`src/rtl/add_sub_pkg.sv`:
```
// Shared types and constants for the add_sub datapath blocks.
package add_sub_pkg;

    typedef enum logic [1:0] {
        IDLE = 2'd0,
        RUN  = 2'd1,
        DONE = 2'd2
    } add_sub_state_t;

    localparam int ADD_SUB_DEFAULT_WIDTH = 8;

endpackage

```
`src/rtl/fa.sv`:
```
// One-bit full adder cell.
// Purely combinational: zero latency, no flow control.
// Used as the serial bit slice of add_sub_serial_ctrl.
module fa (
    input  logic a,
    input  logic b,
    input  logic c,
    output logic sum,
    output logic carry
);

    assign sum   = a ^ b ^ c;
    assign carry = (a & b) | (c & (a ^ b));

endmodule

```
`src/rtl/add_sub_serial_ctrl.sv`:
```
// Bit-serial add/subtract: one fa cell stepped LSB first through a carry flip-flop.
// Latency: start edge -> busy for WIDTH cycles -> done pulse in cycle WIDTH+1; one op per WIDTH+2 cycles.
// Backpressure: start ignored unless IDLE; optional abort port under ADD_SUB_SERIAL_ABORT_EN.
module add_sub_serial_ctrl
    import add_sub_pkg::*;
#(
    parameter int WIDTH = ADD_SUB_DEFAULT_WIDTH
) (
    input  logic             clk,
    input  logic             rst_n,
    input  logic             start,
    input  logic             sub,
    input  logic [WIDTH-1:0] op_a,
    input  logic [WIDTH-1:0] op_b,
`ifdef ADD_SUB_SERIAL_ABORT_EN
    input  logic             abort,
`endif
    output logic             busy,
    output logic             done,
    output logic [WIDTH-1:0] result,
    output logic             carry_out,
    output logic             overflow
);

    localparam int            CW   = (WIDTH > 1) ? $clog2(WIDTH) : 1;
    localparam logic [CW-1:0] LAST = CW'(WIDTH - 1);

    add_sub_state_t   state;
    add_sub_state_t   state_nxt;
    logic [WIDTH-1:0] a_sh;
    logic [WIDTH-1:0] b_sh;
    logic [WIDTH-1:0] res_sh;
    logic [WIDTH-1:0] res_nxt;
    logic [CW-1:0]    cnt;
    logic             carry_ff;
    logic             fa_sum;
    logic             fa_carry;
    logic             abort_req;
    logic             last_bit;

`ifdef ADD_SUB_SERIAL_ABORT_EN
    assign abort_req = abort;
`else
    assign abort_req = 1'b0;
`endif

    fa u_fa (
        .a     (a_sh[0]),
        .b     (b_sh[0]),
        .c     (carry_ff),
        .sum   (fa_sum),
        .carry (fa_carry)
    );

    assign res_nxt  = {fa_sum, res_sh[WIDTH-1:1]};
    assign last_bit = (cnt == LAST);
    assign busy     = (state == RUN);
    assign done     = (state == DONE);

    always_ff @(posedge clk or negedge rst_n) begin
        if (!rst_n) begin
            state <= IDLE;
        end else begin
            state <= state_nxt;
        end
    end

    always_comb begin
        state_nxt = state;
        case (state)
            IDLE: begin
                if (start) begin
                    state_nxt = RUN;
                end
            end
            RUN: begin
                if (abort_req) begin
                    state_nxt = IDLE;
                end else if (last_bit) begin
                    state_nxt = DONE;
                end
            end
            DONE:    state_nxt = IDLE;
            default: state_nxt = IDLE;
        endcase
    end

    // Subtraction is A + ~B + 1: the +1 enters through the initial carry.
    always_ff @(posedge clk or negedge rst_n) begin
        if (!rst_n) begin
            a_sh      <= '0;
            b_sh      <= '0;
            res_sh    <= '0;
            cnt       <= '0;
            carry_ff  <= 1'b0;
            result    <= '0;
            carry_out <= 1'b0;
            overflow  <= 1'b0;
        end else begin
            case (state)
                IDLE: begin
                    if (start) begin
                        a_sh     <= op_a;
                        b_sh     <= sub ? ~op_b : op_b;
                        carry_ff <= sub;
                        cnt      <= '0;
                    end
                end
                RUN: begin
                    if (abort_req) begin
                        cnt <= '0;
                    end else begin
                        carry_ff <= fa_carry;
                        res_sh   <= res_nxt;
                        a_sh     <= {1'b0, a_sh[WIDTH-1:1]};
                        b_sh     <= {1'b0, b_sh[WIDTH-1:1]};
                        cnt      <= cnt + 1'b1;
                        if (last_bit) begin
                            // carry_ff here is the carry into the MSB
                            overflow  <= carry_ff ^ fa_carry;
                            carry_out <= fa_carry;
                            result    <= res_nxt;
                        end
                    end
                end
                default: ;
            endcase
        end
    end

endmodule

```
`config.mk`:
```
export PLATFORM = sky130hd
export DESIGN_NAME = add_sub_serial_ctrl
export DESIGN_NICKNAME = d
export VERILOG_FILES = /design/src/rtl/add_sub_pkg.sv /design/src/rtl/fa.sv /design/src/rtl/add_sub_serial_ctrl.sv
export SDC_FILE = /design/constraint.sdc
export NUM_CORES = 1
export LEC_CHECK = 0
export BUFFER_PORTS_ARGS = -buffer_cell sky130_fd_sc_hd__buf_2
export CORE_MARGIN = 8
export CORE_UTILIZATION = 50
export DETAILED_ROUTE_END_ITERATION = 7
export PLACE_DENSITY_LB_ADDON = 0.12
export SYNTH_ARGS = -nofsm -noshare
export SYNTH_HDL_FRONTEND = slang
export SYNTH_SLANG_ARGS = --single-unit
```
`constraint.sdc`:
```
create_clock -name clk -period 3.2 [get_ports clk]
set_clock_uncertainty 0.1 [all_clocks]
set_input_delay 0.32 -clock clk [delete_from_list [all_inputs] [get_ports clk]]
set_output_delay 0.32 -clock clk [all_outputs]
set_load 0.005 [all_outputs]
```
# Yosys cells after proc, flatten, opt, wreduce, memory -nomap -nowiden
# Index checks and enable logic that the tools add are counted.
# word_totals
regBits	40
input_bits	20
# classes
n_bitwise	7
n_reduce_logical	5
addsub	1
muxes	12
n_eq_ne	5
# op_table
op	n
one-hot mux 8 bit (2 select lines)	2
2-to-1 mux 8 bit	3
NOT 8 bit	1
one-hot mux 3 bit (2 select lines)	1
AND reduction 2 bit	3
2-to-1 mux 2 bit	2
one-hot mux 2 bit (2 select lines)	1
adder 3 x 1 -> 3 bit, second input constant	1
equality test 3 bit, second input constant	1
2-to-1 mux 3 bit	1
bitwise XOR 1 bit	3
bitwise AND 1 bit	2
equality test 2 x 1 -> 1 bit, second input constant	1
equality test 2 bit, second input constant	1
zero test 2 bit	1
inequality test 2 x 1 -> 1 bit, second input constant	1
inequality test 2 bit, second input constant	1
one-hot mux 1 bit (2 select lines)	1
nonzero test 2 bit	1
2-to-1 mux 1 bit	1
bitwise OR 1 bit	1

# Longest topological paths before layout
# depth
depth_word	4
ltp_mapped	6

# By module
# Synthesis repeated with hierarchy kept, for this count alone.
# unflattened
cells_unflattened	157
area_unflattened_um2	1834.3
# by_module_without_submodules
module	seq_area_each_um2	instances	cells_per_inst	area_each_um2
add_sub_serial_ctrl	975.9	1	156	1814.2
fa	0.0	1	1	20.0

# Least setup slack after synthesis
# OpenSTA, ideal clock, no wires.
# synth_path
path_kind	register to register
startpoint	register cnt[0]
endpoint	register carry_out
arrival_ns	1.305
stages_incl_launch_ff	6
path_buffers	1
t_required_ns	2.975
setup_time_ns	0.125
setup_slack_ns	1.670
path_cell_list	dfrtp_1 > ha_1 > ha_1 > nand3b_4 > buf_6 > mux2_2
# synth_via
elab_chain_len	2
# synth_rtl
element	line	source
start, declared	add_sub_serial_ctrl.sv:34	logic [CW-1:0] cnt;
start signal, assigned	add_sub_serial_ctrl.sv:117	cnt <= cnt + 1'b1;
equality test 3 bit	add_sub_serial_ctrl.sv:56	assign last_bit = (cnt == LAST);
AND reduction 2 bit (no source line)	n/a	
end signal, assigned	add_sub_serial_ctrl.sv:121	carry_out <= fa_carry;
end, declared	add_sub_serial_ctrl.sv:21	output logic carry_out,
# No other way between the ends.
# A chain may end at the register's enable or synchronous reset.

# Worst setup path in the final report
# layout_path
startpoint	register state[0]
endpoint	output busy
# layout_via
elab_chain_len	1
# layout_rtl
element	line	source
start, declared	add_sub_serial_ctrl.sv:28	add_sub_state_t state;
start signal, assigned	add_sub_serial_ctrl.sv:64	state <= state_nxt;
equality test 2 x 1 -> 1 bit	add_sub_serial_ctrl.sv:57	assign busy = (state == RUN);
end, declared	add_sub_serial_ctrl.sv:18	output logic busy,
# No other way between the ends.

==> flow_summary.toml <==
[worst_setup_path]
reg2reg_from = "state[0]"
critPathKind = "reg -> out"
arrival_ps = 1780
endpoint = "busy"
r2r_setup_slack_ps = 1360
path_max_fanout = 21
timing.rr.end = "res_sh[6]"
critical_path.startpoint = "state[0]"
worst_setup_path_start_kind = "flip-flop"
crit_path_end_kind = "primary output"
r2r_cells = 4
required_ps = 2780

[sta]
rsz0062_at_grt = "no"
setup_viol = 0
setup_tns_ps = 0
slew_viol_final = 0
fin_hold_ws_ps = 151
hold_viol_final = 0
finalCritPeriodShare_pct = 68.7
max_freq_mhz = 455
fin_crit_ps = 2200
worstMarginPinSlew_ps = 861
relSlewSlack_pct = 42.6

[synthesis]
ys.warnings.count = 0
ys_ff_latch = 39
syn_avg_cell_area_um2 = 11.9
netlist_area_mm2 = 0.00182
synth_cells = 153
syn-num-nets = 176
synth_cell_types = 27
ys_seq_area_share_pct = 53.8

[floorplanning]
coreArea_mm2 = 0.00358
dieWidth_um = 76.3
ioPinCount = 32
die-area_mm2 = 0.00581
start_util_pct = 50.7
rows = 22
die_h_um = 76.3

[clocking]
clk_pin_slew_ps = 110
clk_latency_ps = 350
cts_buffer_depth = 2
cts_setup_buffers = 0
cts_buffers = 5
cts-root-buf = "clkbuf_4"
cts_sinks = 39
cts_max_level = 2
cts_tree = "yes"

[global_routing]
grt_max_degree = 40
grt_pass1_vias = 1329
antenna_found_initial = 0
grt_pass1_wl_um = 6220
grtUsageTotal_pct = 12.9
gr-total-overflow = 0

[final_layout]
diodes = 0
area_growth_pct = 13.0
nets = 206
layout-drive-gt1-share_pct = 32.8

[place]
numPortBuffers = 31
hpwl_um = 2530
place_congestion = 0.736

[power_and_ir_drop]
power_density_mw_per_mm2 = 843
irDropWorstVdd_mv = 0.432
p_leak_nw = 0.959
p_total_mw = 1.73

[drt]
vias = 1284
drtPass1Iterations = 4
wirelength_um = 3610
avgRoutedWirePerCell_um = 15.6
vias_per_cell = 5.56
drt_iter0_markers = 49
drtAntennaViolNets = 0
drc = 0

[flow_run]
drv_cap = 0

[worst_hold_path]
hold_class = "in -> reg"
holdPathStages = 3

[run_status]
status = "finished, final reports clean"
-- report_power, final --
part	internal (mW)	total [mW]	switching, mW	leakage (nW)
Combinational	0.345	0.615	0.270	0.427
Clock	0.102	0.257	0.155	0.0341
Sequential	0.701	0.858	0.157	0.498
Total	1.15	1.73	0.582	0.959
-- flip-flops by register name, summed over array words and instances (netlist names) --
register / count
a_sh: 8
carry_ff: 1
carry_out: 1
cnt: 3
overflow: 1
state: 2
result: 8
b_sh: 8
res_sh: 7
-- layer usage --
metal / GRT usage (%) / vias to the layer above / routed length, um
met5: 0 / - / 0
met4: 7.12 / 0 / 80
met1: 14.7 / 635 / 1540
li1: - / 600 / -
met3: 4.01 / 9 / 217
met2: 21.0 / 40 / 1770
-- logic make-up after synthesis --
group                    Yosys count  share of synthesized area [%]
XOR/XNOR                           9                           4.34
buffers and inverters             14                           4.00
AND/OR/NAND/NOR                   30                           9.30
adder cells (fa/ha/maj)            3                           2.48
AO/OA/AOI/OAI                     40                           15.0
multiplexers                      18                           11.1
flip-flops                        39                           53.8
-- layout make-up --
| type | instances | area [um2] |
|---|---|---|
| clock inverters | 1 | 5.00 |
| well taps | 48 | 60.1 |
| fillers | 300 | 1530 |
| clock buffers | 6 | 51.3 |
| repair buffers | 34 | 180 |
| multi-input cells | 100 | 767 |
| flip-flops and latches | 39 | 976 |
| inverters | 3 | 11.3 |
-- critical path, cell delays in order, from the launching register on --
cell and delay [ps]:
dfrtp_1 580, buf_4 260, nor2b_1 150, buf_4 270, buf_2 160
-- per-stage QoR --
stage          util (%)  area, um2  instances  worst slack [ps]
6_report           57.3       2050        231              1000
5_1_grt            57.3       2050        231               884
4_1_cts            57.3       2050        231               978
3_5_place_dp       55.5       1980        223              1360
3_3_place_gp       55.5       1980        223              1440
2_1_floorplan         -       1820        153              1670
-- synthesized netlist by cell type, drive strengths merged --
library cell	number	share of area (%)
a21oi	9	2.5
a221o	1	0.55
a22o	2	0.97
a22oi	9	3.7
and2b	2	0.83
and3b	1	0.48
buf	9	3.0
clkbuf	2	0.41
dfrtp	39	54
fa	1	1.1
ha	2	1.4
inv	3	0.62
mux2	17	11
mux2i	1	0.55
nand2	14	2.9
nand3b	1	1.1
nor2	2	0.41
nor2b	9	3.1
o211ai	2	0.83
o21ai	11	3.0
o21bai	1	0.62
o221ai	4	1.9
o32ai	1	0.90
or3b	1	0.48
xnor2	9	4.3
-- what timing repair did --
action | CTS | global route
gates resized for setup | 0 | 0
endpoints found under the hold margin | 39 | 0
hold buffers | 1 | 0
-- how the worst min path moves through the flow --
stage          slack, ps        end  startpoint
2_1_floorplan        -80    a_sh[0]       rst_n
3_3_place_gp         360   overflow    overflow
3_5_place_dp         380  result[7]       rst_n
4_1_cts              140    a_sh[0]     op_a[0]
5_1_grt              160    a_sh[0]     op_a[0]
6_report             150    a_sh[0]     op_a[0]
-- placed cells by master, fill, tap and decap left out, types with 4 or more instances in the layout --
cell type | Yosys | final
dfrtp_1 | 39 | 39
nor2b_1 | 9 | 9
o21ai_0 | 11 | 11
buf_2 | 7 | 31
o221ai_1 | 4 | 4
mux2_2 | 17 | 17
a21oi_1 | 9 | 9
a22oi_1 | 9 | 9
clkbuf_4 | 0 | 5
nand2_1 | 14 | 14
xnor2_1 | 9 | 9
No activity file was read; power rests on OpenSTA's default activity.
